===== src/rtl/alu_sched_pkg.sv =====
// Shared types for the ALU-sharing scheduler: FSM state encoding and ALU function codes.
package alu_sched_pkg;

  typedef enum logic [1:0] {
    S_IDLE = 2'd0,
    S_EXEC = 2'd1,
    S_RESP = 2'd2
  } state_e;

  // F[2] inverts b and injects carry-in (subtract); F[1:0] selects AND/OR/SUM/SLT.
  localparam logic [2:0] F_AND = 3'b000;
  localparam logic [2:0] F_OR  = 3'b001;
  localparam logic [2:0] F_ADD = 3'b010;
  localparam logic [2:0] F_SUB = 3'b110;
  localparam logic [2:0] F_SLT = 3'b111;

endpackage


===== src/rtl/rr_arb2.sv =====
// Two-way round-robin grant; the priority flop points away from the last requester served.
module rr_arb2 (
  input  logic       clk,
  input  logic       rst_n,
  input  logic       en_i,
  input  logic [1:0] valid_i,
  output logic [1:0] gnt_o
);

  logic prio_q;
  logic prio_d;

  always_comb begin
    gnt_o = 2'b00;
    if (en_i) begin
      if (valid_i[prio_q])       gnt_o[prio_q]  = 1'b1;
      else if (valid_i[~prio_q]) gnt_o[~prio_q] = 1'b1;
    end
  end

  assign prio_d = (|gnt_o) ? ~gnt_o[1] : prio_q;

  always_ff @(posedge clk or negedge rst_n) begin
    if (!rst_n) prio_q <= 1'b0;
    else        prio_q <= prio_d;
  end

endmodule


===== src/rtl/alu_share_sched.sv =====
// Shares one external ALU between two requesters; one op in flight, tagged response.
// state  | meaning
// S_IDLE | waiting for a request, grant offered to one requester
// S_EXEC | operands driven to ALU, counting ALU_LAT cycles
// S_RESP | result held on response channel until consumed
module alu_share_sched
  import alu_sched_pkg::*;
#(
  parameter int N       = 8,
  parameter int ALU_LAT = 1
) (
  input  logic         clk,
  input  logic         rst_n,
  input  logic         req0_valid,
  output logic         req0_ready,
  input  logic [N-1:0] req0_a,
  input  logic [N-1:0] req0_b,
  input  logic [2:0]   req0_f,
  input  logic         req1_valid,
  output logic         req1_ready,
  input  logic [N-1:0] req1_a,
  input  logic [N-1:0] req1_b,
  input  logic [2:0]   req1_f,
  output logic [N-1:0] alu_a,
  output logic [N-1:0] alu_b,
  output logic [2:0]   alu_f,
  input  logic [N-1:0] alu_y,
  input  logic         alu_c,
  output logic         rsp_valid,
  input  logic         rsp_ready,
  output logic         rsp_id,
  output logic [N-1:0] rsp_y,
  output logic         rsp_c,
  output logic         busy
);

  localparam int            CW       = (ALU_LAT > 1) ? $clog2(ALU_LAT) : 1;
  localparam logic [CW-1:0] CNT_LOAD = CW'(ALU_LAT - 1);

  state_e        state_q;
  logic [N-1:0]  a_q, b_q, y_q;
  logic [2:0]    f_q;
  logic          id_q, c_q, rsp_valid_q, busy_q;
  logic [CW-1:0] cnt_q;
  logic [1:0]    gnt;
  logic          take, sel;

  rr_arb2 u_arb (
    .clk     (clk),
    .rst_n   (rst_n),
    .en_i    (state_q == S_IDLE),
    .valid_i ({req1_valid, req0_valid}),
    .gnt_o   (gnt)
  );

  assign req0_ready = gnt[0];
  assign req1_ready = gnt[1];
  assign take       = |gnt;
  assign sel        = gnt[1];

  always_ff @(posedge clk or negedge rst_n) begin
    if (!rst_n) begin
      state_q     <= S_IDLE;
      a_q         <= '0;
      b_q         <= '0;
      f_q         <= '0;
      id_q        <= 1'b0;
      cnt_q       <= '0;
      y_q         <= '0;
      c_q         <= 1'b0;
      rsp_valid_q <= 1'b0;
      busy_q      <= 1'b0;
    end else begin
      case (state_q)
        S_IDLE: begin
          if (take) begin
            a_q     <= sel ? req1_a : req0_a;
            b_q     <= sel ? req1_b : req0_b;
            f_q     <= sel ? req1_f : req0_f;
            id_q    <= sel;
            cnt_q   <= CNT_LOAD;
            busy_q  <= 1'b1;
            state_q <= S_EXEC;
          end
        end
        S_EXEC: begin
          // Terminal count reached on the last ALU_LAT cycle: result is valid now.
          if (cnt_q == '0) begin
            y_q         <= alu_y;
            c_q         <= alu_c;
            rsp_valid_q <= 1'b1;
            state_q     <= S_RESP;
          end else begin
            cnt_q <= cnt_q - CW'(1);
          end
        end
        S_RESP: begin
          if (rsp_ready) begin
            rsp_valid_q <= 1'b0;
            busy_q      <= 1'b0;
            state_q     <= S_IDLE;
          end
        end
        default: begin
          rsp_valid_q <= 1'b0;
          busy_q      <= 1'b0;
          state_q     <= S_IDLE;
        end
      endcase
    end
  end

  // Operand registers only change on accept, so the ALU sees the last op outside EXEC.
  assign alu_a     = a_q;
  assign alu_b     = b_q;
  assign alu_f     = f_q;
  assign rsp_valid = rsp_valid_q;
  assign rsp_id    = id_q;
  assign rsp_y     = y_q;
  assign rsp_c     = c_q;
  assign busy      = busy_q;

endmodule


===== config.mk =====
export PLATFORM = sky130hd
export DESIGN_NAME = alu_share_sched
export DESIGN_NICKNAME = d
export VERILOG_FILES = /design/src/rtl/alu_sched_pkg.sv /design/src/rtl/rr_arb2.sv /design/src/rtl/alu_share_sched.sv
export SDC_FILE = /design/constraint.sdc
export NUM_CORES = 1
export LEC_CHECK = 0
export ABC_AREA = 1
export CAP_MARGIN = 15
export CORE_MARGIN = 8
export CORE_UTILIZATION = 38
export DETAILED_ROUTE_END_ITERATION = 7
export PLACE_DENSITY = 0.8
export SLEW_MARGIN = 20
export SYNTH_ARGS = -nofsm -noshare
export SYNTH_HDL_FRONTEND = slang
export SYNTH_SLANG_ARGS = --single-unit
export TNS_END_PERCENT = 10

===== constraint.sdc =====
create_clock -name clk -period 1.2 [get_ports clk]
set_input_delay 0.12 -clock clk [delete_from_list [all_inputs] [get_ports clk]]
set_output_delay 0.12 -clock clk [all_outputs]
set_load 0.005 [all_outputs]

Word level (Yosys, flattened, before mapping)

Cells that the tools add are included.
W data, S select, Z words.

Register bits after elaboration: 35
Bits of input ports: 52
Output and inout bits: 33
Word-level logic and storage cells: 63

Add/sub/neg operators: 1
Order comparisons: 4
Equality and inequality tests: 5
Multiplexer cells: 26
Bitwise gates (word level): 5
Reduce and logical (&&, ||, !) cells: 11

Operators with widths:

| kind                  | number |
|---|---|
| $mux W8               | 2 |
| $mux W2               | 6 |
| $mux W1               | 11 |
| $reduce_and A3 Y1     | 3 |
| $ne A2 B2 Y1 const B  | 3 |
| $pmux W1 S3           | 2 |
| $pmux W2 S3           | 1 |
| $reduce_and A2 Y1     | 3 |
| $not A1 Y1            | 5 |
| $lt A1 B2 Y1 const B  | 2 |
| $mux W3               | 1 |
| $demux W1 S1          | 2 |
| $eq A2 B1 Y1 const B  | 1 |
| $eq A2 B2 Y1 const B  | 1 |
| $ge A1 B1 Y1 const B  | 2 |
| $logic_and A1 B1 Y1   | 2 |
| $logic_not A2 Y1      | 1 |
| $pmux W1 S2           | 1 |
| $reduce_bool A2 Y1    | 1 |
| $reduce_or A2 Y1      | 1 |
| $sub A1 B1 Y1 const B | 1 |

Longest topological paths before layout

Gate-level depths: netlist (run 1).

Depth in word-level cells: 11
Gate-level depth with buffers: 8
Mapped depth without buffers: 7

Modules after synthesis

A second synthesis (run 1) with hierarchy kept.

Cells, all modules: 215
Area total of the unflattened synthesis: 1614.0 µm²

Modules (own cells, without submodules):

| module          | times used | cells each | area an instance (µm²) | sequential area each (µm²) |
|---|---|---|---|---|
| alu_share_sched | 1          | 204        | 1550.2                 | 825.8 |
| rr_arb2         | 1          | 11         | 63.8                   | 25.0 |

Worst setup path before layout (run 1)

OpenSTA, ideal clock, no wires.

Path type: reg2reg
Start: register state_q[0]
End: register a_q[0], in the netlist alu_a[0]
Arrival: 1.048 ns
Setup slack: 0.084 ns
Cell stages (with the launch flop): 7
Buffers on the path: 1
Cell sequence: dfrtp_1 nor2_4 nand3_4 inv_6 buf_12 nand2_1 nand3_1

Cells in the longest elaborated chain, start to end: 4
Elaborated cells between the ends (all ways): 5
Classes of those cells: 2 x mux; 3 x reduce/logical

Ends and longest elaborated chain:

| element                            | RTL line              | RTL |
|---|---|---|
| from (decl)                        | alu_share_sched.sv:40 | `state_e state_q;` |
| from (signal assigned)             | alu_share_sched.sv:63 | `state_q <= S_IDLE;` |
| from (signal assigned)             | alu_share_sched.sv:83 | `state_q <= S_EXEC;` |
| from (signal assigned)             | alu_share_sched.sv:92 | `state_q <= S_RESP;` |
| $logic_not A2 Y1                   | alu_share_sched.sv:51 | `.en_i (state_q == S_IDLE),` |
| $mux W2                            | rr_arb2.sv:15         | `if (en_i) begin` |
| net req0_ready                     | alu_share_sched.sv:15 | `output logic req0_ready,` |
| $reduce_or A2 Y1                   | alu_share_sched.sv:58 | `assign take = \|gnt;` |
| $reduce_and A2 Y1 (no source line) | n/a                   |  |
| to (signal assigned)               | alu_share_sched.sv:77 | `a_q <= sel ? req1_a : req0_a;` |
| to (decl)                          | alu_share_sched.sv:41 | `logic [N-1:0] a_q, b_q, y_q;` |

The timed path passes the listed nets, and every way through them passes these cells.
A chain may end at the register's enable or synchronous reset.

Worst setup path after layout (run 1)

Start: register state_q[0]
End: output port req0_ready

Cells in the longest elaborated chain, start to end: 2

Ends and longest elaborated chain:

| element          | RTL line |
|---|---|
| $logic_not A2 Y1 | alu_share_sched.sv:51 |
| $mux W2          | rr_arb2.sv:15 |
| to (decl)        | alu_share_sched.sv:15 |

No other way between the ends.

==> reports/results.ini, run 1 <==
[floorplan]
die_x_um=79.0
core_area_um2=3910
start_util_pct=38.6
num_rows=23
io_pins=85
dieArea_um2=6240
die_y_um=79.0

[timing]
worst_hold_slack_ps=212
max_clock_freq_mhz=776
min_period_ps=1290
layout_setup_ws_ps=-89.0
rsz0062_at_grt=yes
setup_viol=28
clock_skew_ps=3.37
final.period_utilization_pct=107
hold_viol=0
slew_viol_final=0
tightest_slew_ps=413
relSlewSlack_pct=72.3

[setup_path]
required_ps=1080
path_buf_inv=2
crit_type=reg -> out
worst-path-max-fanout=3
crit_slowest_cell=dfrtp_1
worst_setup_path_end_kind=primary output
slowest_delay_ps=430
cp.arrival_ps=1170
crit_chain=nor2_4 -> nand3_4 -> clkinv_4 -> buf_6
cp_top_family=flip-flops
crit_path_start_kind=register

[clock_network]
path_clk_slew_ps=70
htree_levels=2
clock_path_buffers=2
cts.root.buffer_cell=clkbuf_8
clkLatencyLatePin_ps=280
cts_buffers=5
cts_tree=done
clkSinkCount=34

[synthesis]
synth_commonest_cells=60 x nand2_1, 34 x dfrtp_1, 21 x nand3_1
synth-async-reset-ratio_pct=100
synth_fp_nets=210
synthCells=158
yosysTopAreaCell=dfrtp_1
synth_top_cell_area_share_pct=56.4
synthesis.area_um2=1510
yosysMostFrequentCell=nand2_1
synthTopCellsByArea=dfrtp_1 56%, nand2_1 15%, nand3_1 7.0%
syn_avg_cell_area_um2=9.55
seq_area_frac_synth_pct=56.4
yosysWarnings=0
synthFlopType=dfrtp_1
ys_ff_latch=34
synth-edff-count=0
ys_types=19

[routing]
post-route-drc-count=0
drt.antenna.violating_nets=0
vias=1419
finalWirelength_mm=4.57
vias_per_cell=4.53
drt_pre_antenna_iters=4
drt_iter0_markers=62
wire_per_inst_um=14.6

[placement]
finalWeightedCongestion=0.780
post_dp_cell_area_um2=2470
hpwl_mm=3.53
portBuffers=84

[status]
status=finished, violations left
violations=setup timing

[finish]
fin_util_pct=66.7
area_growth_pct=72.9
diodes=0
nNetsFinal=314
drive_gt1_share_pct=19.8
final_area_um2=2610

[grt]
grt_pass1_wl_mm=7.51
grt_antenna_before_repair=0
grt.overflow.total=0
grt_max_degree=35
grt_pass1_vias=1517
grt_util_all_layers_pct=15.3

[pwr]
peakVddDrop_mv=1.09
power.leakage_nw=1.30
powerDensity_nw_per_um2=2210

[min_path]
hp-class=in -> async

[job]
cap_violations=0

==> power breakdown <==
part	total [mW]	internal (mW)	switching, mW
registers	2.02	1.73	0.297
clock network	0.857	0.462	0.394
logic	2.89	1.55	1.34
==> final cells by class <==
| class | instances | area, um^2 |
|---|---|---|
| multi-input cells | 106 | 579 |
| fillers | 332 | 1310 |
| repair buffers | 100 | 953 |
| clock inverters | 1 | 5.00 |
| inverters | 15 | 71.3 |
| well taps | 50 | 62.6 |
| flip-flops and latches | 34 | 851 |
| clock buffers | 7 | 86.3 |
==> stage by stage <==
step / worst slack (ps) / TNS [ps] / power (mW) / cells
after global routing: -151 / -2900 / 6.26 / 313
after CTS: -108 / -773 / 5.68 / 310
after floorplan: 83.8 / 0 / 3.30 / 158
final: -89.0 / -1450 / 5.77 / 313
after detailed placement: -386 / -6120 / 5.08 / 300
after global placement: -378 / -5600 / 4.97 / 300
==> sequential cells by signal, indices dropped and copies added, names as in the netlist <==
name,cells
alu_b,8
rsp_valid,1
rsp_id,1
busy,1
rsp_y,8
rsp_c,1
alu_a,8
u_arb.prio_q,1
alu_f,3
state_q,2
==> layer usage <==
metal / up-vias / track usage (%) / part of all wire [%] / wire (um)
li1: 706 / - / - / -
met1: 658 / 16.8 / 40 / 1820
met2: 53 / 25.2 / 51 / 2330
met3: 2 / 7.11 / 8.4 / 382
met4: 0 / 5.56 / 0.70 / 32
met5: - / 0 / 0 / 0
==> what timing repair did <==
item	CTS	global route
gates resized for setup	46	12
endpoints found under the setup margin	63	28
hold buffers	0	0
pin swaps	3	3
buffers inserted	1	2
gates cloned	1	1
==> path summary, 6_finish.rpt <==
kind | start | end | slack, ps | cells after the start
setup / recovery | state_q[0]$_DFFE_PN0P_ | req0_ready | -90 | 4
hold / removal | rst_n | rsp_valid$_DFFE_PN0P_ | 210 | 2
setup reg to reg | state_q[0]$_DFFE_PN0P_ | alu_f[0]$_DFFE_PN0P_ | -70 | 7
hold reg to reg | alu_a[2]$_DFFE_PN0P_ | alu_a[2]$_DFFE_PN0P_ | 470 | 2
max in group asynchronous | rst_n | alu_a[6]$_DFFE_PN0P_ | 820 | 2
min in group clk | req1_a[7] | alu_a[7]$_DFFE_PN0P_ | 400 | 3
==> kinds of logic after synthesis <==
| kind of cell | after synthesis | synth area share, % |
|---|---|---|
| buffers and inverters | 19 | 6.97 |
| AND/OR/NAND/NOR | 91 | 27.9 |
| AO/OA/AOI/OAI | 5 | 1.99 |
| multiplexers | 9 | 6.72 |
| flip-flops | 34 | 56.4 |
==> placed cells by master, fill, tap and decap left out, types with 3 or more instances in the layout <==
cell type,count
buf_4,9
buf_6,7
clkbuf_8,6
clkdlybuf4s50_1,51
dfrtp_1,34
dlygate4sd2_1,31
inv_1,11
mux2_2,9
nand2_1,58
nand2_2,6
nand2_4,3
nand3_1,20
nand3_2,3
Note: power is estimated with default switching activity, not from simulation.
==> run 2, diff against run 1 <==
--- a/config.mk
+++ b/config.mk
@@ -7,6 +7,7 @@
 export LEC_CHECK = 0
 export ABC_AREA = 1
 export CAP_MARGIN = 15
+export CORE_ASPECT_RATIO = 1.2
 export CORE_MARGIN = 8
 export CORE_UTILIZATION = 38
 export DETAILED_ROUTE_END_ITERATION = 7
==> run 2 against run 1 <==
  * The flow still finishes with violations (setup timing)
  * Wire length fell by 1.9%
  * First-iteration DRC count fell by 24%
  * Non-clock buffer count rose by 6
  * Clock-buffer cell count did not move
  * Global-route usage barely moved
  * Maximum frequency fell by 5.4%
  * Worst setup slack got worse by 73 ps
  * Sequential power barely moved
  * Register-to-register slack got worse by 90 ps
  * Cell count rose by 2.6%
  * Die area rose by 0.14%
  * Critical endpoint is now alu_f[0]$_DFFE_PN0P_
==> reports/results.ini, run 2 (synthesized netlist as in run 1, its figures left out) <==
[finish]
num-fill-cells=345
diodes=0
drive_gt1_share_pct=21.3
fin_util_pct=68.2
final_area_um2=2650
multi_input_comb_area_um2=578
nNetsFinal=319
final_cells=321
layout_common_cells=56 x nand2_1, 51 x clkdlybuf4s50_1, 34 x dfrtp_1
area_growth_pct=75.3
final_common_cell=nand2_1
regArea_um2=851

[pwr]
finalPower_mw=5.83
peakVddDrop_mv=1.06
powerDensity_nw_per_um2=2210
power.leakage_nw=1.31

[timing]
slew_viol_final=0
max_clock_freq_mhz=734
worst_hold_slack_ps=219
tns_ps=-2990
layout_setup_ws_ps=-162
min_period_ps=1360
hold_viol=0
rsz0062_at_grt=yes
clock_skew_ps=4.96
relSlewSlack_pct=67.7
final.period_utilization_pct=113
tightest_slew_ps=482
setup_viol=32

[grt]
grt_antenna_before_repair=0
grt_max_degree=35
grt_pass1_wl_mm=7.40
grt_util_all_layers_pct=15.3
grt.overflow.total=0
grt_pass1_vias=1580

[floorplan]
core_area_um2=3880
dieArea_um2=6250
num_rows=25
die_y_um=85.0
io_pins=85
die_x_um=73.5
start_util_pct=38.9

[setup_path]
required_ps=1370
r2r_cells=7
crit_path_start_kind=register
cp_top_family=buffers and inverters
cp.arrival_ps=1530
crit_type=reg -> reg
crit_slowest_cell=dfrtp_1
slowest_delay_ps=420
cp.depth=7
path_buf_inv=4
worst-path-max-fanout=4
crit_chain=buf_6 -> inv_4 -> o211ai_1 -> buf_4 -> buf_4 -> nand2_1 -> nand2_1
worst_setup_path_end_kind=register

[routing]
finalWirelength_mm=4.48
wire_per_inst_um=14.0
drt.antenna.violating_nets=0
vias_per_cell=4.54
vias=1458
drt_iter0_markers=47
post-route-drc-count=0
drt_pre_antenna_iters=4

[clock_network]
clkLatencyLatePin_ps=280
htree_levels=2
holdBufCountCts=0
cts_buffers=5
path_clk_slew_ps=60
cts_tree=done
clock_path_buffers=2
cts.root.buffer_cell=clkbuf_8
clkSinkCount=34

[placement]
portBuffers=84
finalWeightedCongestion=0.760
placedCellCount=305
post_dp_cell_area_um2=2490
pre_cts_ws_ps=-408
hpwl_mm=3.39

[min_path]
hp-class=in -> async

[status]
violations=setup timing
status=finished, violations left

[job]
cap_violations=0

## run 2: cell count changes in the layout (fill, tap and decap cells not counted), sizes merged
cell,before,now
nand2,67,66
buf,18,24
clkinv,2,1
## run 2: path summary, 6_finish.rpt
kind | start | end | slack, ps
min in group clk | req1_a[3] | alu_a[3]$_DFFE_PN0P_ | 410
hold reg to reg | rsp_id$_DFFE_PN0P_ | rsp_id$_DFFE_PN0P_ | 470
setup reg to reg | state_q[1]$_DFFE_PN0P_ | alu_f[0]$_DFFE_PN0P_ | -160
hold / removal | rst_n | rsp_valid$_DFFE_PN0P_ | 220
setup / recovery | state_q[1]$_DFFE_PN0P_ | alu_f[0]$_DFFE_PN0P_ | -160
max in group asynchronous | rst_n | alu_a[4]$_DFFE_PN0P_ | 800
## run 2: layout make-up
type	count	area share, %
repair buffers	106	38.0
flip-flops and latches	34	32.2
multi-input cells	105	21.9
clock buffers	7	2.89
well taps	54	2.55
inverters	15	2.51
## run 2: per-layer routing
metal / GRT usage [%] / vias up / wire (um)
met3: 6.60 / 7 / 412
met2: 25.3 / 59 / 2220
li1: - / 717 / -
met4: 7.10 / 0 / 87
met5: 0 / - / 0
met1: 16.1 / 675 / 1760
## run 2: timing repair
item / in CTS / in global routing
resized for setup: 53 / 9
cloned: 1 / 0
pin swaps: 4 / 4
setup buffers: 7 / 1
setup endpoints to repair: 62 / 31
## run 2: worst register-to-register path, cell delays in order, from the launching register on
cell	delay (ps)
dfrtp_1	420
buf_6	140
inv_4	60
o211ai_1	210
buf_4	220
buf_4	120
nand2_1	40
nand2_1	50
## run 2: power breakdown
part           total, mW  internal, mW  switching, mW  leakage, nW
clock network      0.751         0.398          0.353       0.0383
logic               3.05          1.69           1.37        0.867
registers           2.03          1.73          0.300        0.408
==> run 3, diff against run 2 <==
--- a/config.mk
+++ b/config.mk
@@ -12,6 +12,7 @@
 export CORE_UTILIZATION = 38
 export DETAILED_ROUTE_END_ITERATION = 7
 export PLACE_DENSITY = 0.8
+export SETUP_SLACK_MARGIN = 0.15
 export SLEW_MARGIN = 20
 export SYNTH_ARGS = -nofsm -noshare
 export SYNTH_HDL_FRONTEND = slang
==> run 3 against run 2 <==
  * The run still ends with setup timing left
  * Cell count decreased by 0.93%
  * Critical path depth decreased by 2
  * Wire length decreased by 1.4%
  * Worst setup slack improved by 39 ps
  * Maximum frequency increased by 3.0%
  * Clock skew increased by 1.5 ps
  * Hold slack got worse by 14 ps
  * Total power increased by 2.0%
  * First-iteration DRC count increased by 40%
  * Die area unchanged
  * Register-to-register slack improved by 80 ps
  * Global-route usage decreased by 0.68 points
==> reports/results.ini, run 3 (synthesized netlist as in run 1, its figures left out) <==
[status]
status=finished, violations left
violations=setup timing

[timing]
layout_setup_ws_ps=-123
hold_viol=0
tightest_slew_ps=281
relSlewSlack_pct=81.2
tns_ps=-1310
min_period_ps=1320
clock_skew_ps=6.44
setup_viol=23
final.period_utilization_pct=110
max_clock_freq_mhz=756
rsz0062_at_grt=yes
slew_viol_final=0

[routing]
wire_per_inst_um=13.9
post-route-drc-count=0
drt_pre_antenna_iters=4
drt.antenna.violating_nets=0
vias=1417
vias_per_cell=4.46
drt_iter0_markers=66
finalWirelength_mm=4.41

[setup_path]
worst-path-max-fanout=3
crit_type=reg -> out
r2r_cells=8
timing.rr.start=state_q[1]$_DFFE_PN0P_
worst_setup_path_end_kind=primary output
r2r_end=alu_b[7]$_DFFE_PN0P_
required_ps=1080
crit_path_start_kind=register
r2r_setup_slack_ps=-80
cp.arrival_ps=1200

[grt]
grt_util_all_layers_pct=14.6
grt.overflow.total=0
grt_max_degree=35
grt_pass1_wl_mm=7.00
grt_pass1_vias=1445
grt_antenna_before_repair=0

[finish]
area_growth_pct=76.8
diodes=0
final_common_cell=nand2_1
layout_common_cells=56 x nand2_1, 51 x clkdlybuf4s50_1, 34 x dfrtp_1
drive_gt1_share_pct=23.5
nNetsFinal=315
final_area_um2=2670

[pwr]
peakVddDrop_mv=0.887
power.leakage_nw=1.27
powerDensity_nw_per_um2=2230

[floorplan]
die_x_um=73.5
dieArea_um2=6250
core_area_um2=3880
num_rows=25
start_util_pct=38.9
io_pins=85
die_y_um=85.0

[clock_network]
clkSinkCount=34
cts_tree=done
path_clk_slew_ps=70
cts_buffers=5
holdBufCountCts=0
htree_levels=2
clkLatencyLatePin_ps=290
cts.root.buffer_cell=clkbuf_8
clock_path_buffers=2

[placement]
post_dp_cell_area_um2=2470
finalWeightedCongestion=0.775
hpwl_mm=3.36
portBuffers=84

[job]
cap_violations=0

[min_path]
hp-class=in -> async

## run 3: cell types whose count changed in the layout (fill, tap and decap cells not counted), moves of 2 or more
cell             delta
clkbuf_2            +6
o21ai_1             -2
dlygate4sd2_1      -31
clkdlybuf4s15_1    +25
buf_6               -4
clkbuf_1            -2
## run 3: area by class of cell
cell class,count,area [um^2]
well taps,54,67.6
repair buffers,102,1000
fillers,314,1210
clock inverters,2,12.5
multi-input cells,105,586
flip-flops and latches,34,851
clock buffers,6,82.6
inverters,15,66.3
## run 3: repair_timing
action | in CTS | in global routing
resized for setup | 76 | 20
pin swaps | 2 | 4
hold endpoints to repair | 0 | 0
endpoints found under the setup margin | 66 | 45
gates cloned | 0 | 1
setup buffers | 4 | 2
## run 3: worst max path at each step
stage	to	start	cells after the start
detailed placement	req1_ready	req1_valid	6
CTS	req0_ready	state_q[0]$_DFFE_PN0P_	5
global route	req0_ready	state_q[1]$_DFFE_PN0P_	5
global placement	req1_ready	req1_valid	6
floorplan	alu_a[0]$_DFFE_PN0P_	state_q[1]$_DFFE_PN0P_	6
finish	req0_ready	state_q[1]$_DFFE_PN0P_	5
## run 3: critical path, cell delays in order, from the launching register on
cell      delay, ps
dfrtp_1         420
nor2_4          140
buf_6           110
nand3_4          90
clkinv_4         70
buf_6            90
## run 3: per-stage QoR
stage	total power, mW	cells	hold slack (ps)	setup WS (ps)	utilization, %
floorplan	3.30	158	-176	108	-
global placement	4.94	303	462	-354	63.8
detailed placement	5.02	303	468	-375	63.8
CTS	5.87	315	206	-116	67.5
global route	6.42	318	211	-189	68.8
finish	5.95	318	205	-123	68.8
## run 3: power breakdown
part	total, mW	internal, mW	switching, mW
sequential	2.03	1.73	0.302
clock	0.879	0.461	0.418
combinational	3.04	1.71	1.33
## run 3: layer usage
| layer | vias up | track usage, % | part of all wire [%] |
|---|---|---|---|
| met2 | 58 | 23.5 | 50 |
| met5 | - | 0 | 0 |
| met4 | 0 | 6.56 | 1.2 |
| met3 | 7 | 6.96 | 9.9 |
| met1 | 643 | 15.6 | 38 |
| li1 | 709 | - | - |
